File: config.mk
export PLATFORM = sky130hd
export DESIGN_NAME = axi4_lite_periph_bridge
export DESIGN_NICKNAME = d
export VERILOG_FILES = /design/src/rtl/axi4_lite_periph_bridge.sv
export SDC_FILE = /design/constraint.sdc
export NUM_CORES = 1
export LEC_CHECK = 0
export ABC_AREA = 1
export CAP_MARGIN = 5
export CORE_ASPECT_RATIO = 1.5
export CORE_MARGIN = 2
export CORE_UTILIZATION = 51
export DETAILED_ROUTE_END_ITERATION = 7
export GPL_ROUTABILITY_DRIVEN = 0
export GPL_TIMING_DRIVEN = 0
export PLACE_DENSITY = 0.82
export SETUP_SLACK_MARGIN = 0.05
export SLEW_MARGIN = 20
export SYNTH_ARGS = -nofsm -noshare
export SYNTH_HDL_FRONTEND = slang
export SYNTH_SLANG_ARGS = --single-unit
File: constraint.sdc
create_clock -name clk -period 5.7 [get_ports clk]
set_input_delay 1.14 -clock clk [delete_from_list [all_inputs] [get_ports clk]]
set_output_delay 1.14 -clock clk [all_outputs]
set_load 0.01 [all_outputs]
File: src/rtl/axi4_lite_periph_bridge.sv
// Direct load/store-to-peripheral bridge: address decode, posted write FIFO, read FSM.
// Define AXI_PERIPH_TIMEOUT_EN to compile in the R_WAIT timeout counter.
module axi4_lite_periph_bridge #(
  parameter int ADDR_WIDTH     = 32,
  parameter int DATA_WIDTH     = 32,
  parameter int SLAVE_NUM      = 2,
  parameter int WBUF_DEPTH     = 4,
  parameter int TIMEOUT_CYCLES = 16,
  parameter logic [SLAVE_NUM*ADDR_WIDTH-1:0] SLAVE_BASE_ADDR =
    {32'h0000_1000, 32'h0000_0000},
  parameter logic [SLAVE_NUM*ADDR_WIDTH-1:0] SLAVE_ADDR_MASK =
    {32'hFFFF_F000, 32'hFFFF_F000}
) (
  input  logic                             clk,
  input  logic                             rst,
  input  logic                             write_start,
  input  logic [ADDR_WIDTH-1:0]            write_addr,
  input  logic [DATA_WIDTH-1:0]            write_data,
  input  logic [DATA_WIDTH/8-1:0]          write_strobe,
  output logic                             write_busy,
  input  logic                             read_start,
  input  logic [ADDR_WIDTH-1:0]            read_addr,
  output logic [DATA_WIDTH-1:0]            read_data,
  output logic                             read_busy,
  output logic                             read_valid,
  output logic                             error,
  output logic [1:0]                       error_code,
  output logic [SLAVE_NUM-1:0]             periph_mem_write,
  output logic [SLAVE_NUM*DATA_WIDTH/8-1:0] periph_byte_en,
  output logic [SLAVE_NUM*ADDR_WIDTH-1:0]  periph_write_addr,
  output logic [SLAVE_NUM*DATA_WIDTH-1:0]  periph_write_data,
  output logic [SLAVE_NUM*ADDR_WIDTH-1:0]  periph_read_addr,
  input  logic [SLAVE_NUM*DATA_WIDTH-1:0]  periph_read_data,
  input  logic [SLAVE_NUM-1:0]             periph_data_valid
);

  localparam int BW = DATA_WIDTH / 8;
  localparam int PW = $clog2(WBUF_DEPTH);
  localparam int CW = PW + 1;
  localparam int SW = (SLAVE_NUM > 1) ? $clog2(SLAVE_NUM) : 1;

  typedef enum logic [1:0] {
    R_IDLE,
    R_DRAIN,
    R_WAIT
  } r_state_t;

  // Returns {hit, index}; the downward scan leaves the lowest hit.
  function automatic logic [SW:0] decode(
    input logic [ADDR_WIDTH-1:0] a
  );
    logic [SW:0] r;
    r = '0;
    for (int i = SLAVE_NUM - 1; i >= 0; i--) begin
      if ((a & SLAVE_ADDR_MASK[i*ADDR_WIDTH +: ADDR_WIDTH]) ==
          SLAVE_BASE_ADDR[i*ADDR_WIDTH +: ADDR_WIDTH]) begin
        r = {1'b1, SW'(i)};
      end
    end
    return r;
  endfunction

  r_state_t              state;
  logic [ADDR_WIDTH-1:0] r_addr;
  logic [SW-1:0]         r_sel;
  logic                  r_hit;

  logic [SW:0]           w_dec;
  logic [SW:0]           r_dec;
  logic                  w_hit;
  logic [SW-1:0]         w_sel;

  logic [SW-1:0]         fq_sel  [WBUF_DEPTH];
  logic [ADDR_WIDTH-1:0] fq_addr [WBUF_DEPTH];
  logic [DATA_WIDTH-1:0] fq_data [WBUF_DEPTH];
  logic [BW-1:0]         fq_strb [WBUF_DEPTH];
  logic [PW-1:0]         wr_ptr;
  logic [PW-1:0]         rd_ptr;
  logic [CW-1:0]         count;
  logic [CW-1:0]         count_nxt;

  logic                  push;
  logic                  fifo_empty;
  logic                  can_drain;
  logic                  pop;
  logic                  bypass;
  logic                  store;
  logic                  timed_out;

  logic [SW-1:0]         d_sel;
  logic [ADDR_WIDTH-1:0] d_addr;
  logic [DATA_WIDTH-1:0] d_data;
  logic [BW-1:0]         d_strb;
  logic [ADDR_WIDTH-1:0] wr_addr_q;
  logic [DATA_WIDTH-1:0] wr_data_q;

  assign w_dec = decode(write_addr);
  assign r_dec = decode(read_addr);
  assign w_hit = w_dec[SW];
  assign w_sel = w_dec[SW-1:0];

  assign push       = write_start && !write_busy && w_hit;
  assign fifo_empty = (count == '0);
  assign can_drain  = (state != R_WAIT);
  assign pop        = !fifo_empty && can_drain;
  // An empty FIFO forwards the incoming write straight to the port.
  assign bypass     = fifo_empty && can_drain && push;
  assign store      = push && !bypass;
  assign count_nxt  = count + CW'(store) - CW'(pop);

  assign d_sel  = pop ? fq_sel[rd_ptr]  : w_sel;
  assign d_addr = pop ? fq_addr[rd_ptr] : write_addr;
  assign d_data = pop ? fq_data[rd_ptr] : write_data;
  assign d_strb = pop ? fq_strb[rd_ptr] : write_strobe;

  assign read_busy         = (state != R_IDLE);
  assign periph_write_addr = {SLAVE_NUM{wr_addr_q}};
  assign periph_write_data = {SLAVE_NUM{wr_data_q}};
  assign periph_read_addr  = {SLAVE_NUM{r_addr}};

`ifdef AXI_PERIPH_TIMEOUT_EN
  logic [7:0] wait_cnt;

  always_ff @(posedge clk) begin
    if (rst || state != R_WAIT || periph_data_valid[r_sel]) begin
      wait_cnt <= '0;
    end else begin
      wait_cnt <= wait_cnt + 8'd1;
    end
  end

  assign timed_out = (state == R_WAIT) &&
                     !periph_data_valid[r_sel] &&
                     (wait_cnt == 8'(TIMEOUT_CYCLES - 1));
`else
  assign timed_out = 1'b0;
`endif

  always_ff @(posedge clk) begin
    if (store) begin
      fq_sel[wr_ptr]  <= w_sel;
      fq_addr[wr_ptr] <= write_addr;
      fq_data[wr_ptr] <= write_data;
      fq_strb[wr_ptr] <= write_strobe;
    end
  end

  always_ff @(posedge clk) begin
    if (rst) begin
      state            <= R_IDLE;
      r_addr           <= '0;
      r_sel            <= '0;
      r_hit            <= 1'b0;
      wr_ptr           <= '0;
      rd_ptr           <= '0;
      count            <= '0;
      write_busy       <= 1'b0;
      read_data        <= '0;
      read_valid       <= 1'b0;
      error            <= 1'b0;
      error_code       <= 2'b00;
      periph_mem_write <= '0;
      periph_byte_en   <= '0;
      wr_addr_q        <= '0;
      wr_data_q        <= '0;
    end else begin
      if (store) wr_ptr <= wr_ptr + PW'(1);
      if (pop)   rd_ptr <= rd_ptr + PW'(1);
      count      <= count_nxt;
      write_busy <= (count_nxt == CW'(WBUF_DEPTH));

      periph_mem_write <= '0;
      periph_byte_en   <= '0;
      if (pop || bypass) begin
        periph_mem_write <= SLAVE_NUM'(1) << d_sel;
        periph_byte_en   <= {SLAVE_NUM{d_strb}};
        wr_addr_q        <= d_addr;
        wr_data_q        <= d_data;
      end

      error      <= 1'b0;
      read_valid <= 1'b0;
      if (write_start && !write_busy && !w_hit) begin
        error      <= 1'b1;
        error_code <= 2'b01;
      end

      unique case (state)
        R_IDLE: begin
          if (read_start) begin
            r_addr <= read_addr;
            r_sel  <= r_dec[SW-1:0];
            r_hit  <= r_dec[SW];
            if (!fifo_empty || push) begin
              state <= R_DRAIN;
            end else if (r_dec[SW]) begin
              state <= R_WAIT;
            end else begin
              read_data  <= '0;
              read_valid <= 1'b1;
              error      <= 1'b1;
              error_code <= 2'b10;
            end
          end
        end
        R_DRAIN: begin
          if (fifo_empty && !push) begin
            if (r_hit) begin
              state <= R_WAIT;
            end else begin
              state      <= R_IDLE;
              read_data  <= '0;
              read_valid <= 1'b1;
              error      <= 1'b1;
              error_code <= 2'b10;
            end
          end
        end
        R_WAIT: begin
          if (periph_data_valid[r_sel]) begin
            state      <= R_IDLE;
            read_data  <= periph_read_data[int'(r_sel)*DATA_WIDTH +: DATA_WIDTH];
            read_valid <= 1'b1;
          end else if (timed_out) begin
            state      <= R_IDLE;
            read_data  <= '0;
            read_valid <= 1'b1;
            error      <= 1'b1;
            error_code <= 2'b11;
          end
        end
        default: state <= R_IDLE;
      endcase
    end
  end

endmodule

==> flow_metrics.env, run 1 <==
export IMPL_crit_chain="clkdlybuf4s50_1 -> nor2_1 -> nand2_1 -> nor2_2 -> nand4_2 -> inv_1 -> o21ai_2 -> nor2_4 -> buf_16 -> buf_12 -> buf_12"
export IMPL_num_nets_final=2394
export IMPL_setup_viol=0
export IMPL_clk_pin_slew_ns=0.07
export IMPL_ys_types=45
export IMPL_p_total_mw=12.3
export IMPL_start_util_pct=51.5
export IMPL_clockBufferDepth=3
export IMPL_cp_required_ns=5.95
export IMPL_dp_hpwl_um=38300
export IMPL_ant_nets=0
export IMPL_crit_fanout=22
export IMPL_seq_area_frac_synth_pct=62.8
export IMPL_crit_path_end_kind="flop"
export IMPL_timing_final_hold_violations=0
export IMPL_synth_area_leader_cell="edfxtp_1"
export IMPL_hp_class="flop to flop"
export IMPL_synth_cells=1753
export IMPL_dieHeight_um=234
export IMPL_clk_latency_ns=0.56
export IMPL_period_share_pct=63.3
export IMPL_cts_buffers=41
export IMPL_avgRoutedWirePerCell_um=20.2
export IMPL_max_cap_violations=0
export IMPL_cts_setup_buffers=0
export IMPL_yosysTopAreaCellShare_pct=45.9
export IMPL_drt_iter0_drc=1201
export IMPL_avgSynthCellArea_um2=10.3
export IMPL_numPortBuffers=408
export IMPL_fin_crit_ns=3.61
export IMPL_final_core_util_pct=70.1
export IMPL_first_pass_iters=7
export IMPL_grt_max_degree=24
export IMPL_timing_rr_start="state[0]"
export IMPL_drc_errors=0
export IMPL_ys_top_cells_by_count="330 x nor2_1, 276 x edfxtp_1, 266 x nand2_1, 190 x o21ai_0, 152 x dfxtp_1"
export IMPL_cp_common_cell="buf_12"
export IMPL_finalNonFillerCells=2725
export IMPL_slowest_stage="nor2_4"
export IMPL_die_width_um=158
export IMPL_async_flop_share_pct=0
export IMPL_start_kind="primary input"
export IMPL_wirelength_um=54900
export IMPL_synth_area_top_cells="edfxtp_1 46%, dfxtp_1 17%, nor2_1 6.9%"
export IMPL_grt_setup_unrepaired="no"
export IMPL_hp_start="read_data[5]"
export IMPL_num_vias=14900
export IMPL_core_area_um2=35000
export IMPL_dieArea_um2=36900
export IMPL_grt_pass1_wl_um=81100
export IMPL_clock_root_buffer="clkbuf_16"
export IMPL_grt_overflow=0
export IMPL_drv_slew=0
export IMPL_leakagePower_nw=9.03
export IMPL_status="completed"
export IMPL_p_per_area_nw_per_um2=501
export IMPL_netlist_area_um2=18000
export IMPL_numClockSinks=428
export IMPL_drive_gt1_share_pct=15.5
export IMPL_cpPeakStageDelay_ns=0.50
export IMPL_cts_tree="done"
export IMPL_ys_ff_latch=428
export IMPL_io_pins=410
export IMPL_rows=84
export IMPL_cp_arrival_ns=3.85
export IMPL_worstSetupStartpoint="write_addr[28]"
export IMPL_timing_fmax_mhz=277
export IMPL_synth_enable_flop_cells=276
export IMPL_grtUsageTotal_pct=28.8
export IMPL_tightest_slew_ns=0.740
export IMPL_grt_pass1_vias=14600
export IMPL_h_tree_depth=2
export IMPL_synth_ff_type="edfxtp_1"
export IMPL_yosysWarnings=0
export IMPL_slew_headroom_pct=50.7
export IMPL_post_cts_resized=0
export IMPL_syn_num_nets=1930
export IMPL_viasPerCell=5.45
export IMPL_yosysMostFrequentCell="nor2_1"
export IMPL_cts_hold_buffers_added=0
export IMPL_area_growth_pct=36.0
export IMPL_crit_type="primary input to flop"
export IMPL_ir_drop_uv=323
export IMPL_finalClockSkew_ns=0.0281
export IMPL_crit_buf_inv=5
export IMPL_placedCellCount=2647
export IMPL_grt_antenna_before_repair=7
export IMPL_critical_path_top_delay_family="buffers and inverters"
where the power goes:
group	total [mW]	switching [mW]	internal, mW
combinational	5.41	3.11	2.30
clock	2.95	1.21	1.75
sequential	3.92	0.303	3.62
total	12.3	4.62	7.67
tightest hold or removal path: cells and delay by family (launching register included):
kind            cells  cell delay, ns
flops               1            0.32
compound gates      1            0.04
simple gates        1            0.07
state kept, by name, indices dropped and copies added, names as in the netlist, 3 cells and up, named ones only:
register / cells
fq_data: 128
wr_data_q: 32
r_addr: 32
fq_sel: 4
fq_strb: 16
wr_addr_q: 32
read_data: 32
periph_byte_en: 4
count: 3
fq_addr: 128
cell families (layout without fill, tap and decap cells):
kind of cell    count (synthesis)  after routing  share of synthesized area, %
buf+inv                       238            734                          8.05
mux                             1              1                        0.0555
xor+xnor                        2              2                        0.0971
flops                         428            428                          62.8
simple gates                  686            686                          16.4
other cells                     0              3                             0
fa+ha+maj                       7              7                         0.527
compound gates                391            391                          12.0
path summary, 6_finish.rpt:
| kind | end | cells past startpoint | slack [ns] |
|---|---|---|---|
| min reg2reg | read_data[5] | 2 | 0.47 |
| min | read_data[5] | 2 | 0.47 |
| max | fq_data[1][12] | 11 | 2.09 |
| max reg2reg | write_busy | 10 | 2.87 |
placed cells by master (no fill, tap or decap), drive strengths merged:
master           n
a21oi           99
and3             1
buf            156
bufinv           7
clkbuf         116
clkdlybuf4s50  408
clkinv          13
clkinvlp         5
dfxtp          152
diode            3
edfxtp         276
fa               1
ha               6
inv             29
mux2i            1
nand2          300
nand3           38
nand4            2
nor2           338
nor3             5
nor3b            1
o21ai          222
o21bai           1
o22ai           69
or2              1
xnor2            1
xor2             1
stage by stage:
step / hold WS (ns) / setup WS, ns / TNS [ns] / area [µm²]
floorplan: 0.482 / 0.544 / 0 / 18000
global placement: 0.452 / -2.60 / -702.51 / 22700
detailed placement: 0.450 / 1.54 / 0 / 23100
CTS: 0.469 / 2.08 / 0 / 24500
global route: 0.482 / 1.87 / 0 / 24500
finish: 0.466 / 2.09 / 0 / 24500
cell type report:
type	instances	area, µm²
Clock buffer	51	1140
Sequential cell	428	11300
Clock inverter	24	338
Multi-Input combinational cell	1087	5290
Buffer	208	1330
Inverter	30	120
Timing Repair Buffer	421	4400
Tap cell	473	592
Antenna cell	3	7.51
Fill cell	2510	10500
routing by layer:
metal,vias up,global-route usage [%],part of all wire [%]
li1,6828,-,-
met1,7115,35.2,37
met5,-,0,0.13
met3,137,5.88,8.5
met2,763,49.5,51
met4,10,12.1,3.6
(Power assumes the default switching activity.)
==> run 2: changes to the inputs <==
==> constraint.sdc (replaced) <==
create_clock -name clk -period 3.66 [get_ports clk]
set_input_delay 0.732 -clock clk [delete_from_list [all_inputs] [get_ports clk]]
set_output_delay 0.732 -clock clk [all_outputs]
set_load 0.01 [all_outputs]
==> results of run 2 <==
The final DEF is identical to that of run 1. Status: completed.
Among the figures that moved: setup slack after placement 1.54 ns -> -0.0921 ns; setup slack after layout 2.09 ns -> 0.461 ns; register-to-register setup slack 2.87 ns -> 0.83 ns; total power 12.3 mW -> 19.1 mW; worst IR drop on VDD 323 µV -> 503 µV
